**src/rtl/adder_pkg.sv**
```systemverilog
`default_nettype none
// +--------------------------------------------------------------------------+
// | Package     : adder_pkg                                                   |
// | Description : Shared helpers for the sliced add/subtract pipeline:        |
// |               stage-count and slice-width functions plus the operation    |
// |               encoding that selects the stage-0 carry-in.                 |
// | Revision    : 1.0 - initial release                                       |
// +--------------------------------------------------------------------------+
package adder_pkg;

   // Operation select. OP_SUB forces the stage-0 carry-in to SUB_CARRY_IN so
   // that A + ~B + 1 forms A - B; OP_ADD passes the external cin through.
   typedef enum logic {
      OP_ADD = 1'b0,
      OP_SUB = 1'b1
   } op_e;

   localparam logic SUB_CARRY_IN = 1'b1;

   // Number of SEG-bit slices needed to cover WIDTH bits (ceiling division).
   function automatic int num_stages(input int width, input int seg);
      return (width + seg - 1) / seg;
   endfunction

   // Width of slice k. Every slice is SEG bits except the last, which takes
   // whatever is left over.
   function automatic int slice_width(input int k, input int width, input int seg);
      if (k == num_stages(width, seg) - 1)
         return width - k * seg;
      else
         return seg;
   endfunction

endpackage

`default_nettype wire

```
**src/rtl/pipe_addsub_slice.sv**
```systemverilog
`default_nettype none
// +--------------------------------------------------------------------------+
// | Module      : pipe_addsub_slice                                           |
// | Description : One registered W-bit adder slice with enable and            |
// |               carry-in/carry-out. Chained once per pipeline stage.        |
// | Ports       : clk, rst_n  - clock, async active-low reset                 |
// |               i_en        - capture enable (global pipeline advance)      |
// |               i_a, i_b    - slice operands (B already conditioned)        |
// |               i_ci        - carry into this slice                         |
// |               o_s, o_co   - registered slice sum and carry out            |
// | Revision    : 1.0 - initial release                                       |
// +--------------------------------------------------------------------------+
module pipe_addsub_slice
   import adder_pkg::*;
#(
   parameter int W = 8
) (
   input  logic         clk,
   input  logic         rst_n,
   input  logic         i_en,
   input  logic [W-1:0] i_a,
   input  logic [W-1:0] i_b,
   input  logic         i_ci,
   output logic [W-1:0] o_s,
   output logic         o_co
);

   logic [W:0] w_sum;
   logic [W-1:0] r_s;
   logic       r_co;

   assign w_sum = {1'b0, i_a} + {1'b0, i_b} + {{W{1'b0}}, i_ci};

   always_ff @(posedge clk or negedge rst_n) begin
      if (!rst_n) begin
         r_s  <= '0;
         r_co <= 1'b0;
      end else if (i_en) begin
         r_s  <= w_sum[W-1:0];
         r_co <= w_sum[W];
      end
   end

   assign o_s  = r_s;
   assign o_co = r_co;

endmodule

`default_nettype wire

```
**src/rtl/pipe_addsub.sv**
```systemverilog
`default_nettype none
// +--------------------------------------------------------------------------+
// | Module      : pipe_addsub                                                 |
// | Description : Pipelined WIDTH-bit add/subtract split into SEG-bit         |
// |               carry-chained slices, one slice per stage, with a           |
// |               valid/ready handshake and a global stall.                   |
// | Ports       : clk, rst_n          - clock, async active-low reset         |
// |               in_valid, in_ready  - operand handshake                     |
// |               a, b, cin, sub      - operands; sub=1 gives A-B             |
// |               out_valid,out_ready - result handshake                      |
// |               s, cout, ovf        - result, carry/no-borrow, signed ovf   |
// | Revision    : 1.0 - initial release                                       |
// +--------------------------------------------------------------------------+
module pipe_addsub
   import adder_pkg::*;
#(
   parameter int WIDTH = 17,
   parameter int SEG   = 8
) (
   input  logic             clk,
   input  logic             rst_n,
   input  logic             in_valid,
   output logic             in_ready,
   input  logic [WIDTH-1:0] a,
   input  logic [WIDTH-1:0] b,
   input  logic             cin,
   input  logic             sub,
   output logic             out_valid,
   input  logic             out_ready,
   output logic [WIDTH-1:0] s,
   output logic             cout,
   output logic             ovf
);

   localparam int STAGES = num_stages(WIDTH, SEG);

   op_e              w_op;
   logic [WIDTH-1:0] w_b_prep;
   logic             w_c0;
   logic             w_en;
   logic [STAGES-1:0] r_vld;
   logic [STAGES-1:0] w_vld_next;
   logic [WIDTH-1:0] w_sum;
   logic             w_a_msb;
   logic             w_b_msb;

   // Operand conditioning: subtract is A + ~B + 1.
   assign w_op     = op_e'(sub);
   assign w_b_prep = (w_op == OP_SUB) ? ~b : b;
   assign w_c0     = (w_op == OP_SUB) ? SUB_CARRY_IN : cin;

   // Whole pipeline advances together; it only stalls when the last stage
   // holds a result the consumer is not taking. Bubbles are not squeezed out.
   assign w_en     = ~r_vld[STAGES-1] | out_ready;
   assign in_ready = w_en;

   if (STAGES == 1) begin : g_vld_single
      assign w_vld_next = in_valid;
   end else begin : g_vld_shift
      assign w_vld_next = {r_vld[STAGES-2:0], in_valid};
   end

   always_ff @(posedge clk or negedge rst_n) begin
      if (!rst_n)
         r_vld <= '0;
      else if (w_en)
         r_vld <= w_vld_next;
   end

   assign out_valid = r_vld[STAGES-1];

   // Stage k consumes the operand bits from slice k upward. It adds its own
   // slice and forwards only the still-unprocessed upper bits (or, in the
   // last stage, just the operand MSBs needed for the overflow flag). Lower
   // sums already computed ride along in r_low so the full result lines up
   // at the last stage.
   for (genvar k = 0; k < STAGES; k++) begin : g_stage
      localparam int c_lsb  = k * SEG;
      localparam int c_sw   = slice_width(k, WIDTH, SEG);
      localparam int c_opw  = WIDTH - c_lsb;
      localparam int c_keep = (k == STAGES - 1) ? 1 : c_opw - c_sw;

      logic [c_opw-1:0]       w_op_a;
      logic [c_opw-1:0]       w_op_b;
      logic                   w_ci;
      logic [c_sw-1:0]        w_slice_s;
      logic                   w_co;
      logic [c_keep-1:0]      r_keep_a;
      logic [c_keep-1:0]      r_keep_b;
      logic [c_lsb+c_sw-1:0]  w_acc;

      if (k == 0) begin : g_head
         assign w_op_a = a;
         assign w_op_b = w_b_prep;
         assign w_ci   = w_c0;
         assign w_acc  = w_slice_s;
      end else begin : g_tail
         logic [c_lsb-1:0] r_low;

         assign w_op_a = g_stage[k-1].r_keep_a;
         assign w_op_b = g_stage[k-1].r_keep_b;
         assign w_ci   = g_stage[k-1].w_co;

         always_ff @(posedge clk or negedge rst_n) begin
            if (!rst_n)
               r_low <= '0;
            else if (w_en)
               r_low <= g_stage[k-1].w_acc;
         end

         assign w_acc = {w_slice_s, r_low};
      end

      if (k == STAGES - 1) begin : g_last
         always_ff @(posedge clk or negedge rst_n) begin
            if (!rst_n) begin
               r_keep_a <= '0;
               r_keep_b <= '0;
            end else if (w_en) begin
               r_keep_a <= w_op_a[c_opw-1];
               r_keep_b <= w_op_b[c_opw-1];
            end
         end
      end else begin : g_skew
         always_ff @(posedge clk or negedge rst_n) begin
            if (!rst_n) begin
               r_keep_a <= '0;
               r_keep_b <= '0;
            end else if (w_en) begin
               r_keep_a <= w_op_a[c_opw-1:c_sw];
               r_keep_b <= w_op_b[c_opw-1:c_sw];
            end
         end
      end

      pipe_addsub_slice #(
         .W (c_sw)
      ) u_slice (
         .clk   (clk),
         .rst_n (rst_n),
         .i_en  (w_en),
         .i_a   (w_op_a[c_sw-1:0]),
         .i_b   (w_op_b[c_sw-1:0]),
         .i_ci  (w_ci),
         .o_s   (w_slice_s),
         .o_co  (w_co)
      );
   end

   assign w_sum   = g_stage[STAGES-1].w_acc;
   assign w_a_msb = g_stage[STAGES-1].r_keep_a[0];
   assign w_b_msb = g_stage[STAGES-1].r_keep_b[0];

   assign s    = w_sum;
   assign cout = g_stage[STAGES-1].w_co;
   // Same-sign operands whose result sign differs: signed overflow.
   assign ovf  = (w_a_msb == w_b_msb) & (w_sum[WIDTH-1] != w_a_msb);

endmodule

`default_nettype wire

```
**config.mk**
```make
export PLATFORM = sky130hd
export DESIGN_NAME = pipe_addsub
export DESIGN_NICKNAME = d
export VERILOG_FILES = /design/src/rtl/adder_pkg.sv /design/src/rtl/pipe_addsub_slice.sv /design/src/rtl/pipe_addsub.sv
export SDC_FILE = /design/constraint.sdc
export NUM_CORES = 1
export LEC_CHECK = 0
export CAP_MARGIN = 30
export CORE_ASPECT_RATIO = 0.8
export CORE_MARGIN = 2
export CORE_UTILIZATION = 40
export DETAILED_ROUTE_END_ITERATION = 12
export PLACE_DENSITY = 0.69
export RECOVER_POWER = 25
export SLEW_MARGIN = 30
export SYNTH_ARGS = -nofsm -noshare
export SYNTH_HDL_FRONTEND = slang
export SYNTH_SLANG_ARGS = --single-unit
```
**constraint.sdc**
```tcl
create_clock -name clk -period 2 [get_ports clk]
set_clock_uncertainty 0.15 [all_clocks]
set_input_delay 0.4 -clock clk [delete_from_list [all_inputs] [get_ports clk]]
set_output_delay 0.4 -clock clk [all_outputs]
set_load 0.01 [all_outputs]
```
# Word-level counts from Yosys, hierarchy flattened
# Index checks and enable logic that the tools add are counted.
# word_totals
register_bits	69
inputBits	40
out_inout_bits	21
# op_classes
add_sub_neg	6
eq_ne	2
muxes	2
bitwise	4
# op_table
op	n
$add 8x8->9	2
$add 9x1->9	2
$mux 17	1
$not 17->17	1
$add 1x1->2	1
$add 2x1->2	1
$and 1x1->1	1
$eq 1x1->1	1
$mux 1	1
$ne 1x1->1	1
$not 1->1	1
$or 1x1->1	1

# Depth between registers and ports, before layout
# logic_depth
ltp_word	4
ltp_mapped	11
depth_no_buf	9

# Cells and area by module
# From an unflattened synthesis, not the netlist that was laid out.
# hier_totals
cells_unflattened	280
area_unflattened_um2	3816.2
# by_module_without_submodules
mod	n_inst	cells_per_inst	area_per_inst_um2	seq_area_each_um2
pipe_addsub	1	129	2279.7	1226.2
pipe_addsub_slice at g_stage[0].u_slice ...	2	73	721.9	225.2
pipe_addsub_slice at g_stage[2].u_slice	1	5	92.6	50.0

# Worst setup path after synthesis
# OpenSTA, ideal clock, no wires.
# synth_timing
kind	input -> register
startpoint	in sub
endpoint	reg g_stage[0].u_slice.r_s[6]
setup_ps	64
arrival_time_ps	2696
setup_slack_ps	-910
stages	11
path_buffers	2
cell_sequence	buf_2 -> buf_2 -> or2_2 -> fa_1 -> inv_1 -> fa_1 -> nor2b_4 -> o31a_1 -> o311a_1 -> a211oi_1 -> a21o_1
# synth_between
elab_chain_len	3
elab_cells_between_ends	4
cone_classes	add/sub (2); mux (2)
# synth_rtl
element	line_no	rtl
from (decl)	pipe_addsub.sv:27	input logic sub,
$mux 17	pipe_addsub.sv:49	assign w_b_prep = (w_op == OP_SUB) ? ~b : b;
$add 8x8->9	pipe_addsub_slice.sv:32	assign w_sum = {1'b0, i_a} + {1'b0, i_b} + {{W{1'b0}}, i_ci};
$add 9x1->9 (*)	pipe_addsub_slice.sv:32	
to (signal assigned)	pipe_addsub_slice.sv:39	r_s <= w_sum[W-1:0];
to (decl)	pipe_addsub_slice.sv:29	logic [W-1:0] r_s;
# Every way passes the cells marked *; elsewhere a longest branch is shown, timed or not.
# A chain may end at the register's enable or synchronous reset.

# Final worst setup path
# layout_timing
startpoint	in sub
endpoint	reg g_stage[0].u_slice.r_co
# layout_between
elab_chain_len	3
elab_cells_between_ends	4
cone_classes	add/sub (2); mux (2)
# layout_rtl
element	line_no	rtl
$mux 17	pipe_addsub.sv:49	
$add 8x8->9	pipe_addsub_slice.sv:32	
$add 9x1->9 (*)	pipe_addsub_slice.sv:32	
to (signal assigned)	pipe_addsub_slice.sv:40	r_co <= w_sum[W];
to (decl)	pipe_addsub_slice.sv:30	logic r_co;
# Marked as above.

==> flow_summary_export.csv <==
group,metric,value,unit
status,status,"finished, violations left",
status,violations,"setup timing",
route,route.detailed.wl_per_inst,12.5,um
setup_path,critPathMaxFanout,3,
global_route,first_global_vias,2688,
route,drtIter0Drc,153,
layout,areaGrowthSynthToFinish,36.3,%
setup_path,cp-start-kind,"input port",
place,post-place-ws,-1.14,ns
logic_synthesis,yosysTopAreaCell,"dfrtp_1",
route,wl,7060,um
timing,fin_crit,2.21,ns
logic_synthesis,ys_seq_elements,69,
setup_path,worstPathRequired,2.06,ns
route,antenna_left,0,
timing,final-hold-violation-count,0,
global_route,gr-total-overflow,0,
place,port_buffers,60,
die,design.portCount,61,
clocking,numCtsBuffers,9,
power,vdd_drop_max,0.538,mV
route,topRoutingLayerUsed,"met4",
place,placed_cell_area,4230,sq um
timing,finalWorstSetupSlack,-0.210,ns
timing,worstMarginPinSlew,0.877,ns
timing,maxSlewHeadroom,41.5,%
layout,fin_area,4550,sq um
layout,drive_gt1_share,15.1,%
logic_synthesis,seq_area_frac_synth,51.7,%
place,gp_congestion,0.809,
power,p_leak,2.18,nW
die,start_util,41.7,%
clocking,cts-htree-levels,3,
global_route,track_usage,17.2,%
die,die_h,85.7,um
logic_synthesis,synthCells,369,
layout,diodes,0,
power,pwr_density_cell,1270,nW/um^2
route,drcViolationCount,0,
route,vias,2635,
layout,layout.nets,510,
clocking,clkTransAtPathRegs,0.08,ns
timing,finalSetupViolations,6,
logic_synthesis,yosysWarnings,0,
die,die_area,9100,sq um
logic_synthesis,avgSynthCellArea,9.05,sq um
route,viasPerCell,4.67,
setup_path,cp.arrival,2.27,ns
global_route,antenna_found_initial,0,
setup_path,worst_setup_path_end_kind,"flop",
timing,period_share,110,%
die,die_x,106,um
route,firstDrtPassIters,4,
timing,rsz0062_at_grt,"yes",
die,rows,29,
timing,setup-tns-final,-0.803,ns
place,dp_hpwl,5170,um
timing,fmax,453,MHz
logic_synthesis,yosysUniqueCellTypes,29,
min_path,hold_class,"flop to flop",
global_route,grt_max_degree,36,
clocking,clockBufferDepth,2,
route,met3WireLength,304,um
timing,final_max_slew_viol_count,0,
flow_run,maxCapViolations,0,
clocking,clk_latency,0.34,ns
logic_synthesis,synth_area_leaders,"dfrtp_1 52%, nand2_1 17%, ha_1 5.2%, o21ai_0 4.0%, xor2_1 3.7%",
route,dr_wl_met2,3150,um
clocking,cts_root_buffer,"clkbuf_8",
route,wl_met1,3470,um
clocking,cts.sinks,69,
setup_path,path_class,"input port to flop",
clocking,cts_tree,"done",
global_route,grt_pass1_wl,12500,um
logic_synthesis,synth_top_area_share,51.7,%
logic_synthesis,netlist_area,3340,sq um
die,core_area,8020,sq um
logic_synthesis,syn_nets,428,
final cells by class:
class                           instances  area (sq um)
Tap cell                              108           135
Inverter                                8          30.0
Multi-Input combinational cell        274          1620
Timing Repair Buffer                   89           838
Clock buffer                            9           124
Sequential cell                        69          1730
Fill cell                             717          3470
Clock inverter                          7          82.6
cell usage after synthesis:
master    count
o21bai_1      2
o211ai_1      1
nand2_1     153
nor3_1        6
inv_1         8
o311a_1       1
a21oi_1       8
nor2b_4       1
clkbuf_1      9
a21o_1        4
ha_1         14
fa_1          5
nor2b_1       1
nand2b_1      1
a31oi_1       2
or3_1         1
buf_4         1
a211oi_1      6
dfrtp_1      69
buf_1         5
or2_2         2
buf_2         3
nor2_1       10
o31a_1        1
o21a_1        2
a41oi_1       1
o21ai_0      27
xnor2_1      11
xor2_1       14
state kept, by name, summed over array words and instances, names as in the netlist:
signal / cells
g_stage.u_slice.o_co: 3
r_vld: 3
g_stage.r_keep_a: 11
g_stage.r_keep_b: 11
g_stage.g_tail.r_low: 24
g_stage.u_slice.o_s: 17
routing by layer:
| metal | up-vias | global-route usage (%) |
|---|---|---|
| met2 | 70 | 26.7 |
| met1 | 1202 | 24.1 |
| met5 | - | 0 |
| met3 | 13 | 3.80 |
| met4 | 0 | 5.50 |
| li1 | 1350 | - |
logic make-up after synthesis:
kind of cell | share of synthesized area (%)
AND/OR/NAND/NOR | 20.6
buffers and inverters | 3.15
AO/OA/AOI/OAI | 9.81
flip-flops | 51.7
XOR/XNOR | 6.55
adder cells (fa/ha/maj) | 8.24
stage by stage:
| step | util, % | total power [mW] | instances | hold WS, ns |
|---|---|---|---|---|
| detailed placement | 52.7 | 4.55 | 544 | 0.185 |
| global route | 56.8 | 6.26 | 564 | 0.334 |
| global placement | 52.7 | 4.47 | 544 | 0.175 |
| floorplan | - | 3.58 | 369 | -0.0456 |
| CTS | 56.0 | 5.79 | 563 | 0.313 |
| finish | 56.8 | 5.79 | 564 | 0.308 |
power by group:
group          total (mW)  internal (mW)  switching [mW]
clock                1.16          0.594           0.568
combinational        2.33           1.17            1.16
sequential           2.29           1.97           0.329
total                5.79           3.73            2.06
final timing paths:
| check | from | endpoint | slack, ns | cells past startpoint |
|---|---|---|---|---|
| min in group asynchronous | rst_n | g_stage[1].g_tail.r_low[3]$_DFFE_PN0P_ | 0.53 | 2 |
| min reg2reg | r_vld[1]$_DFFE_PN0P_ | r_vld[2]$_DFFE_PN0P_ | 0.31 | 1 |
| min | r_vld[1]$_DFFE_PN0P_ | r_vld[2]$_DFFE_PN0P_ | 0.31 | 1 |
| max in group asynchronous | rst_n | g_stage[0].r_keep_a[3]$_DFFE_PN0P_ | 0.24 | 3 |
| max reg2reg | g_stage[0].u_slice.o_co$_DFFE_PN0P_ | g_stage[1].u_slice.o_s[6]$_DFFE_PN0P_ | -0.16 | 7 |
| max | sub | g_stage[0].u_slice.o_co$_DFFE_PN0P_ | -0.21 | 10 |
worst max-delay path, cell delays in order:
cell,delay (ns)
buf_8,0.10
or2_4,0.22
fa_2,0.35
inv_2,0.06
fa_2,0.22
nor2b_4,0.05
o31a_1,0.31
o311a_1,0.34
o21ai_2,0.12
a31oi_1,0.09
what timing repair did:
| item | CTS | global route |
|---|---|---|
| endpoints found under the setup margin | 15 | 10 |
| hold buffers | 1 | 0 |
| gates cloned | 0 | 0 |
| buffers inserted | 2 | 1 |
| resized for setup | 29 | 17 |
| hold endpoints to repair | 13 | 0 |
| pin swaps | 15 | 16 |
cells in the final DEF (no fill, tap or decap), types with 2 or more instances in the layout:
cell               n
fa_2               4
a21oi_2            3
ha_1              13
dfrtp_1           69
inv_1              6
nor2_1            10
xor2_1            13
nor2b_4            2
clkbuf_2           2
o21ai_2            3
clkdlybuf4s50_1   49
a31oi_1            2
a211oi_2           2
a21oi_1            5
o21ai_0           19
clkinvlp_4         2
a21o_1             4
buf_6              2
buf_4             23
clkbuf_8           9
buf_12             2
o21a_1             2
dlygate4sd2_1      5
nand2_1          153
dlymetal6s2s_1     2
o21ai_1            5
a211oi_4           2
o21bai_1           2
or2_4              2
nor3_1             6
a211oi_1           2
inv_6              2
xnor2_1           11
Note: power is estimated with default switching activity, not from simulation.
